### src/rtl/mem_arbiter.sv
// Two-port round-robin arbiter sharing one synchronous BRAM port between
// the io_module and the cache side, with per-owner burst limiting.
module mem_arbiter #(
  parameter int unsigned MAX_BURST = 8
) (
  input  logic        clk_100,
  input  logic        rst_n,
  input  logic        io_req,
  input  logic        io_we,
  input  logic [15:0] io_addr,
  input  logic [15:0] io_wdata,
  output logic        io_gnt,
  output logic        io_rvalid,
  input  logic        pro_req,
  input  logic        pro_we,
  input  logic [15:0] pro_addr,
  input  logic [15:0] pro_wdata,
  output logic        pro_gnt,
  output logic        pro_rvalid,
  output logic [15:0] rdata,
  output logic        mem_en,
  output logic        mem_we,
  output logic [15:0] mem_addr,
  output logic [15:0] mem_din,
  input  logic [15:0] mem_dout,
  output logic [1:0]  owner
);

  typedef enum logic [1:0] {
    IDLE    = 2'b00,
    OWN_IO  = 2'b01,
    OWN_PRO = 2'b10
  } state_e;

  localparam logic [7:0] LAST_BEAT = 8'(MAX_BURST - 1);

  state_e     state_q, state_d;
  logic [7:0] beat_cnt_q, beat_cnt_d;
  logic       rr_pro_q, rr_pro_d;   // 1: PRO wins the next tie, 0: IO wins
  logic       io_rvalid_q, io_rvalid_d;
  logic       pro_rvalid_q, pro_rvalid_d;

  assign io_gnt  = (state_q == OWN_IO)  & io_req;
  assign pro_gnt = (state_q == OWN_PRO) & pro_req;

  assign mem_en     = io_gnt | pro_gnt;
  assign rdata      = mem_dout;
  assign owner      = state_q;
  assign io_rvalid  = io_rvalid_q;
  assign pro_rvalid = pro_rvalid_q;

  always_comb begin
    mem_we   = 1'b0;
    mem_addr = '0;
    mem_din  = '0;
    if (io_gnt) begin
      mem_we   = io_we;
      mem_addr = io_addr;
      mem_din  = io_wdata;
    end else if (pro_gnt) begin
      mem_we   = pro_we;
      mem_addr = pro_addr;
      mem_din  = pro_wdata;
    end
  end

  always_comb begin
    state_d      = state_q;
    beat_cnt_d   = beat_cnt_q;
    rr_pro_d     = rr_pro_q;
    io_rvalid_d  = io_gnt & ~io_we;
    pro_rvalid_d = pro_gnt & ~pro_we;

    case (state_q)
      IDLE: begin
        if (io_req && (!pro_req || !rr_pro_q)) state_d = OWN_IO;
        else if (pro_req)                      state_d = OWN_PRO;
      end
      OWN_IO: begin
        if (!io_req)                                   state_d = pro_req ? OWN_PRO : IDLE;
        else if (beat_cnt_q == LAST_BEAT && pro_req)   state_d = OWN_PRO;
        else if (beat_cnt_q != LAST_BEAT)              beat_cnt_d = beat_cnt_q + 8'd1;
      end
      OWN_PRO: begin
        if (!pro_req)                                  state_d = io_req ? OWN_IO : IDLE;
        else if (beat_cnt_q == LAST_BEAT && io_req)    state_d = OWN_IO;
        else if (beat_cnt_q != LAST_BEAT)              beat_cnt_d = beat_cnt_q + 8'd1;
      end
      default: state_d = IDLE;
    endcase

    // Any ownership change restarts the burst and hands the next tie to the other port.
    if (state_d != state_q) begin
      beat_cnt_d = '0;
      if (state_d == OWN_IO)  rr_pro_d = 1'b1;
      if (state_d == OWN_PRO) rr_pro_d = 1'b0;
    end
  end

  always_ff @(posedge clk_100 or negedge rst_n) begin
    if (!rst_n) begin
      state_q      <= IDLE;
      beat_cnt_q   <= '0;
      rr_pro_q     <= 1'b0;
      io_rvalid_q  <= 1'b0;
      pro_rvalid_q <= 1'b0;
    end else begin
      state_q      <= state_d;
      beat_cnt_q   <= beat_cnt_d;
      rr_pro_q     <= rr_pro_d;
      io_rvalid_q  <= io_rvalid_d;
      pro_rvalid_q <= pro_rvalid_d;
    end
  end

endmodule

### config.mk
export PLATFORM = sky130hd
export DESIGN_NAME = mem_arbiter
export DESIGN_NICKNAME = d
export VERILOG_FILES = /design/src/rtl/mem_arbiter.sv
export SDC_FILE = /design/constraint.sdc
export NUM_CORES = 1
export LEC_CHECK = 0
export CORE_MARGIN = 8
export CORE_UTILIZATION = 25
export DETAILED_ROUTE_END_ITERATION = 16
export MAX_ROUTING_LAYER = met4
export PLACE_DENSITY = 0.84
export SLEW_MARGIN = 20
export SYNTH_ARGS = -nofsm -noshare
export SYNTH_HDL_FRONTEND = slang
export SYNTH_SLANG_ARGS = --single-unit
### constraint.sdc
create_clock -name clk_100 -period 2.1 [get_ports clk_100]
set_clock_uncertainty 0.05 [all_clocks]
set_input_delay 0.21 -clock clk_100 [delete_from_list [all_inputs] [get_ports clk_100]]
set_output_delay 0.21 -clock clk_100 [all_outputs]
set_load 0.005 [all_outputs]
Yosys cells after proc, flatten, opt, wreduce, memory -nomap -nowiden. Cells that the tools add are included.

Output and inout port bits: 56. Bits in writable memories: 0. Memories kept: 0. Latch bits: 0. Input port bits: 86. Bits in read-only memories: 0. Bits in registers: 13.

Order comparisons: 0. Reduce and logical (&&, ||, !) cells: 11. Mux-type cells: 24. Shift operators: 0. Div/mod/pow operators: 0. Equal/unequal tests: 11. Bitwise operators: 7. $mul: 0. Add/sub/neg operators: 1.

Operators by type and width (count): two-way mux 16 bit (4); two-way mux 8 bit (6); case mux 8 bit (2 select lines) (1); two-way mux 2 bit (7); inequality test 3 x 2 -> 1 bit, second input constant (4); adder 8 x 1 -> 8 bit, second input constant (1); equality test 8 x 3 -> 1 bit, second input constant (1); inequality test 8 x 3 -> 1 bit, second input constant (1); case mux 2 bit (3 select lines) (1); two-way mux 1 bit (5); AND reduction 5 bit (1); bitwise AND 1 bit (4); equality test 2 x 1 -> 1 bit, second input constant (2); equality test 2 bit, second input constant (2); logical AND 1 bit (3); nonzero test 3 bit (1); logical NOT 1 bit (2); logical NOT 2 bit (1); inequality test 2 bit (1); inverter 1 bit (2); AND reduction 2 bit (1); nonzero test 2 bit (1); logical OR 1 bit (1); OR 1 bit (1).

Longest topological paths before layout.
Depth after elaboration: 8. Depth in mapped cells: 8. Mapped depth without buffers: 8.

Worst setup path after synthesis. OpenSTA, ideal clock, no wires.

Path type: reg2reg. From: reg beat_cnt_q[0]. To: reg rr_pro_q. Path slack: -0.024 ns. Stages on the path, launching flop included: 8. Data arrival time: 1.994 ns. Period minus slack after synthesis: 2.124 ns. Data required time: 1.971 ns. Path through: dfrtp_1 -> ha_1 -> and4bb_1 -> a211o_1 -> a221oi_4 -> ha_1 -> a21oi_1 -> mux2i_1.

Word-level cells in the longest chain between the ends: 8. Elaborated cells on any way between the ends: 14. Classes of those cells: eq/ne (4); mux (6); reduce/logical (4).

Ends and longest elaborated chain: start: declaration (RTL line 38) `logic [7:0] beat_cnt_q, beat_cnt_d;`; start signal: assignment (RTL line 109) `beat_cnt_q <= beat_cnt_d;`; equality test 8 x 3 -> 1 bit (*) (RTL line 81, 86); logical AND 1 bit (on tied branches) (RTL line 86, 81); two-way mux 2 bit (on tied branches) (RTL line 86, 81); two-way mux 2 bit (on tied branches) (RTL line 85, 80); case mux 2 bit (3 select lines) (*) (RTL line 74) `case (state_q)`; equality test 2 x 1 -> 1 bit / equality test 2 bit (equally long branches) (RTL line 95, 96); nonzero test 2 bit (no line); AND reduction 2 bit (no line); end signal: assignment (RTL line 110) `rr_pro_q <= rr_pro_d;`; end: declaration (RTL line 39) `logic rr_pro_q, rr_pro_d;`.

Every way passes the cells marked *; elsewhere a longest branch is shown, timed or not. A chain may end at the register's enable or synchronous reset.

Worst setup path in the final report.
From: reg state_q[0] (netlist: owner[0]). To: reg rr_pro_q.

Elaborated cells on any way between the ends: 16. Classes of those cells: eq/ne (5); mux (8); reduce/logical (3).

RTL lines: start: declaration (RTL line 37) `state_e state_q, state_d;`; start signal: assignment (RTL line 108) `state_q <= state_d;`; equality test 2 bit, or another cell as far along (RTL line 74); case mux 2 bit (3 select lines) (*) (RTL line 74); named net state_d[1] (RTL line 37); equality test 2 x 1 -> 1 bit / equality test 2 bit (equally long branches) (RTL line 95, 96); nonzero test 2 bit (no line); AND reduction 2 bit (no line).

Mark *: on every way through the listed nets, which the timed path passes. The rest lies on a longest branch.

==> reports/metrics.yaml <==
status:
  outcome: "finished with violations"
  violations: "setup timing"
timing:
  fin_crit_sh_pct: 102.4
  hold_viol: 0
  setup_viol: 2
  rsz0062_at_grt: "true"
  timing.slew.headroom_pct: 61.38
  worstMarginPinSlew_ns: 0.5775
  fin_ws_ns: -0.05054
  finalMaxSlewViolations: 0
  timing.final.crit_period_ns: 2.151
  fmax_ghz: 0.4650
layout:
  nNetsFinal: 368
  diodes: 0
  n_fill_cell: 440
  syn_to_final_growth_pct: 116.1
  seqCellArea_um2: 325.3
  final_core_util_pct: 54.88
  drive_gt1_share_pct: 38.18
  multi_input_area_um2: 869.6
synth:
  synthAdderAreaFrac_pct: 5.941
  syn_avg_cell_area_um2: 8.715
  synth.mux.area_fraction_pct: 1.683
  synth_edf_count: 0
  yosys.area_share.simple_pct: 14.16
  ys_seq_area_share_pct: 25.74
  netlist_instances: 145
  synth-seq-cells: 13
  syn_nets: 237
  synth_warnings: 0
  synth_top_family_by_area: "compound AO/OA/AOI/OAI gates"
  synth-async-reset-ratio_pct: 100.0
  synth_xor_area_share_pct: 6.238
  synth_compound_area_share_pct: 31.49
  synth_cell_types: 32
  syn_area_mm2: 0.001264
  ys.flop_type: "dfrtp_1"
floorplanning:
  die_h_um: 87.10
  num_io_pins: 142
  start_util_pct: 25.39
  die_area_mm2: 0.007586
  core-area_mm2: 0.004977
  rows: 26
  die_w_um: 87.10
global_route:
  grt_pass1_vias: 1780
  grt_pass1_wl_mm: 9.466
  grt_max_degree: 35
  grt-ovfl-total: 0
  antenna_found_initial: 0
  grt_use_total_pct: 16.61
pwr:
  power.leakage_nw: 1.287
  p_total_mw: 2.366
  vdd_drop_max_v: 0.0004066
  powerDensity_mw_per_mm2: 866.4
placed_design:
  io_buffers: 109
  place_congestion: 0.8818
  hpwl_mm: 4.873
worst_setup_path:
  critPathTopFamily: "adder cells"
  critPathSlowestCell: "dfrtp_1"
  cp_common_cell: "ha_1"
  cp_max_fo: 5
  endpoint_kind: "register"
  critPathArrivalTime_ns: 2.27
  crit_chain: "buf_6 -> ha_1 -> nand4b_1 -> a31o_2 -> o221ai_1 -> ha_1 -> a21oi_2 -> mux2i_1"
  required_ns: 2.22
  max_stage_delay_ns: 0.41
  crit_path_start_kind: "register"
  crit_type: "reg2reg"
  crit_buf_inv: 1
cts:
  clockRootBuffer: "clkbuf_8"
  cts_buffers: 3
  cts_htree_levels: 1
  clk_path_buf_depth: 2
  cts_tree: "done"
  clk_pin_slew_ns: 0.05
  clock_sinks: 13
  clock_latency_ns: 0.25
route:
  drt_iter0_drc: 60
  finalWirelength_mm: 6.531
  drc: 0
  vias: 1645
  wire_per_inst_um: 18.93
  drt_first_pass_iters: 6
  ant_nets: 0
  drt-vias-per-instance: 4.768
job:
  maxCapViolations: 0
min_path:
  hp-class: "in2async"
[registers in the layout, indices dropped and copies added, names as in the netlist]
signal      count
pro_rvalid      1
beat_cnt_q      8
rr_pro_q        1
io_rvalid       1
owner           2
[cell type report]
type	instances	area share, %
Tap cell	70	3.207
Timing Repair Buffer	150	50.02
Clock buffer	4	1.649
Sequential cell	13	11.91
Multi-Input combinational cell	99	31.84
Inverter	9	1.374
[per-stage QoR]
| stage | setup TNS, ns | setup slack, ns | area (um2) | hold slack (ns) | cells |
|---|---|---|---|---|---|
| after global placement | -3.769 | -0.1391 | 2505 | 0.3700 | 325 |
| after detailed placement | -4.795 | -0.1554 | 2505 | 0.3700 | 325 |
| after global routing | -1.268 | -0.1313 | 2731 | 0.3582 | 345 |
| final | -0.05283 | -0.05054 | 2731 | 0.2839 | 345 |
| after floorplan | 0 | 0.005445 | 1264 | -0.1356 | 145 |
| after CTS | -1.333 | -0.09871 | 2708 | 0.3097 | 341 |
[repair_timing]
action	in CTS	in global routing
pin swaps	6	17
setup buffers	10	5
resized for setup	93	69
gates cloned	3	1
endpoints found under the setup margin	44	43
hold buffers	0	0
hold endpoints to repair	0	0
[worst reg2reg max path: stages (launching register included)]
cell,delay (ns)
dfrtp_1,0.41
buf_6,0.15
ha_1,0.24
nand4b_1,0.20
a31o_2,0.23
o221ai_1,0.16
ha_1,0.33
a21oi_2,0.12
mux2i_1,0.19
[Yosys cell counts (all sizes together), types with 2 or more instances]
library cell  instances  area share, %
nand3                 4            1.6
a21oi                 4            1.6
clkbuf                6            1.8
dfrtp                13             26
nor3                  4            2.0
o221ai                2            1.4
ha                    6            5.9
xnor2                 6            4.2
nor2                 12            3.6
nand2b                3            1.5
a22o                 33             23
xor2                  3            2.1
buf                  18             10
inv                   8            2.4
nand2                 8            2.4
[kinds of logic (layout without fill, tap and decap cells)]
kind of cell | count (synthesis) | in the layout
xor+xnor | 9 | 9
fa+ha+maj | 6 | 6
compound gates | 46 | 46
flops | 13 | 13
buf+inv | 33 | 163
mux | 2 | 2
simple gates | 36 | 36
[where the power goes]
group	internal [mW]	switching, mW
Combinational	0.993	0.831
Clock	0.134	0.0898
Sequential	0.291	0.0277
Total	1.42	0.948
[layout by cell type (no fill, tap or decap), types with 3 or more instances in the layout]
master / instances
clkdlybuf4s50_1: 73
a22o_1: 33
buf_4: 28
buf_2: 17
clkbuf_2: 16
dfrtp_1: 13
buf_6: 6
inv_1: 5
nand2_1: 5
nor2_1: 5
nand3_1: 4
nor2_2: 4
xnor2_1: 4
nor3_1: 3
nand2b_1: 3
nor2_4: 3
xor2_1: 3
ha_1: 3
clkbuf_8: 3
dlymetal6s2s_1: 3
buf_12: 3
[routing by layer]
metal | routed length (um) | vias to the layer above | global-route usage [%]
met5 | 0 | - | -
met2 | 3536 | 52 | 28.87
li1 | - | 776 | -
met1 | 2495 | 802 | 18.23
met3 | 313 | 15 | 2.830
met4 | 185 | 0 | 7.187
[path summary, 6_finish.rpt]
| check | startpoint | end | slack [ns] | depth (start not counted) |
|---|---|---|---|---|
| max reg2reg | owner[0]$_DFF_PN0_ | rr_pro_q$_DFFE_PN0P_ | -0.05 | 8 |
| max | owner[0]$_DFF_PN0_ | rr_pro_q$_DFFE_PN0P_ | -0.05 | 8 |
| min reg2reg | rr_pro_q$_DFFE_PN0P_ | rr_pro_q$_DFFE_PN0P_ | 0.49 | 2 |
| min in group clk_100 | mem_dout[0] | rdata[0] | 0.37 | 0 |
| max in group asynchronous | rst_n | io_rvalid$_DFF_PN0_ | 1.34 | 1 |
| min | rst_n | beat_cnt_q[0]$_DFFE_PN0P_ | 0.28 | 1 |
No activity file was read; power rests on OpenSTA's default activity.
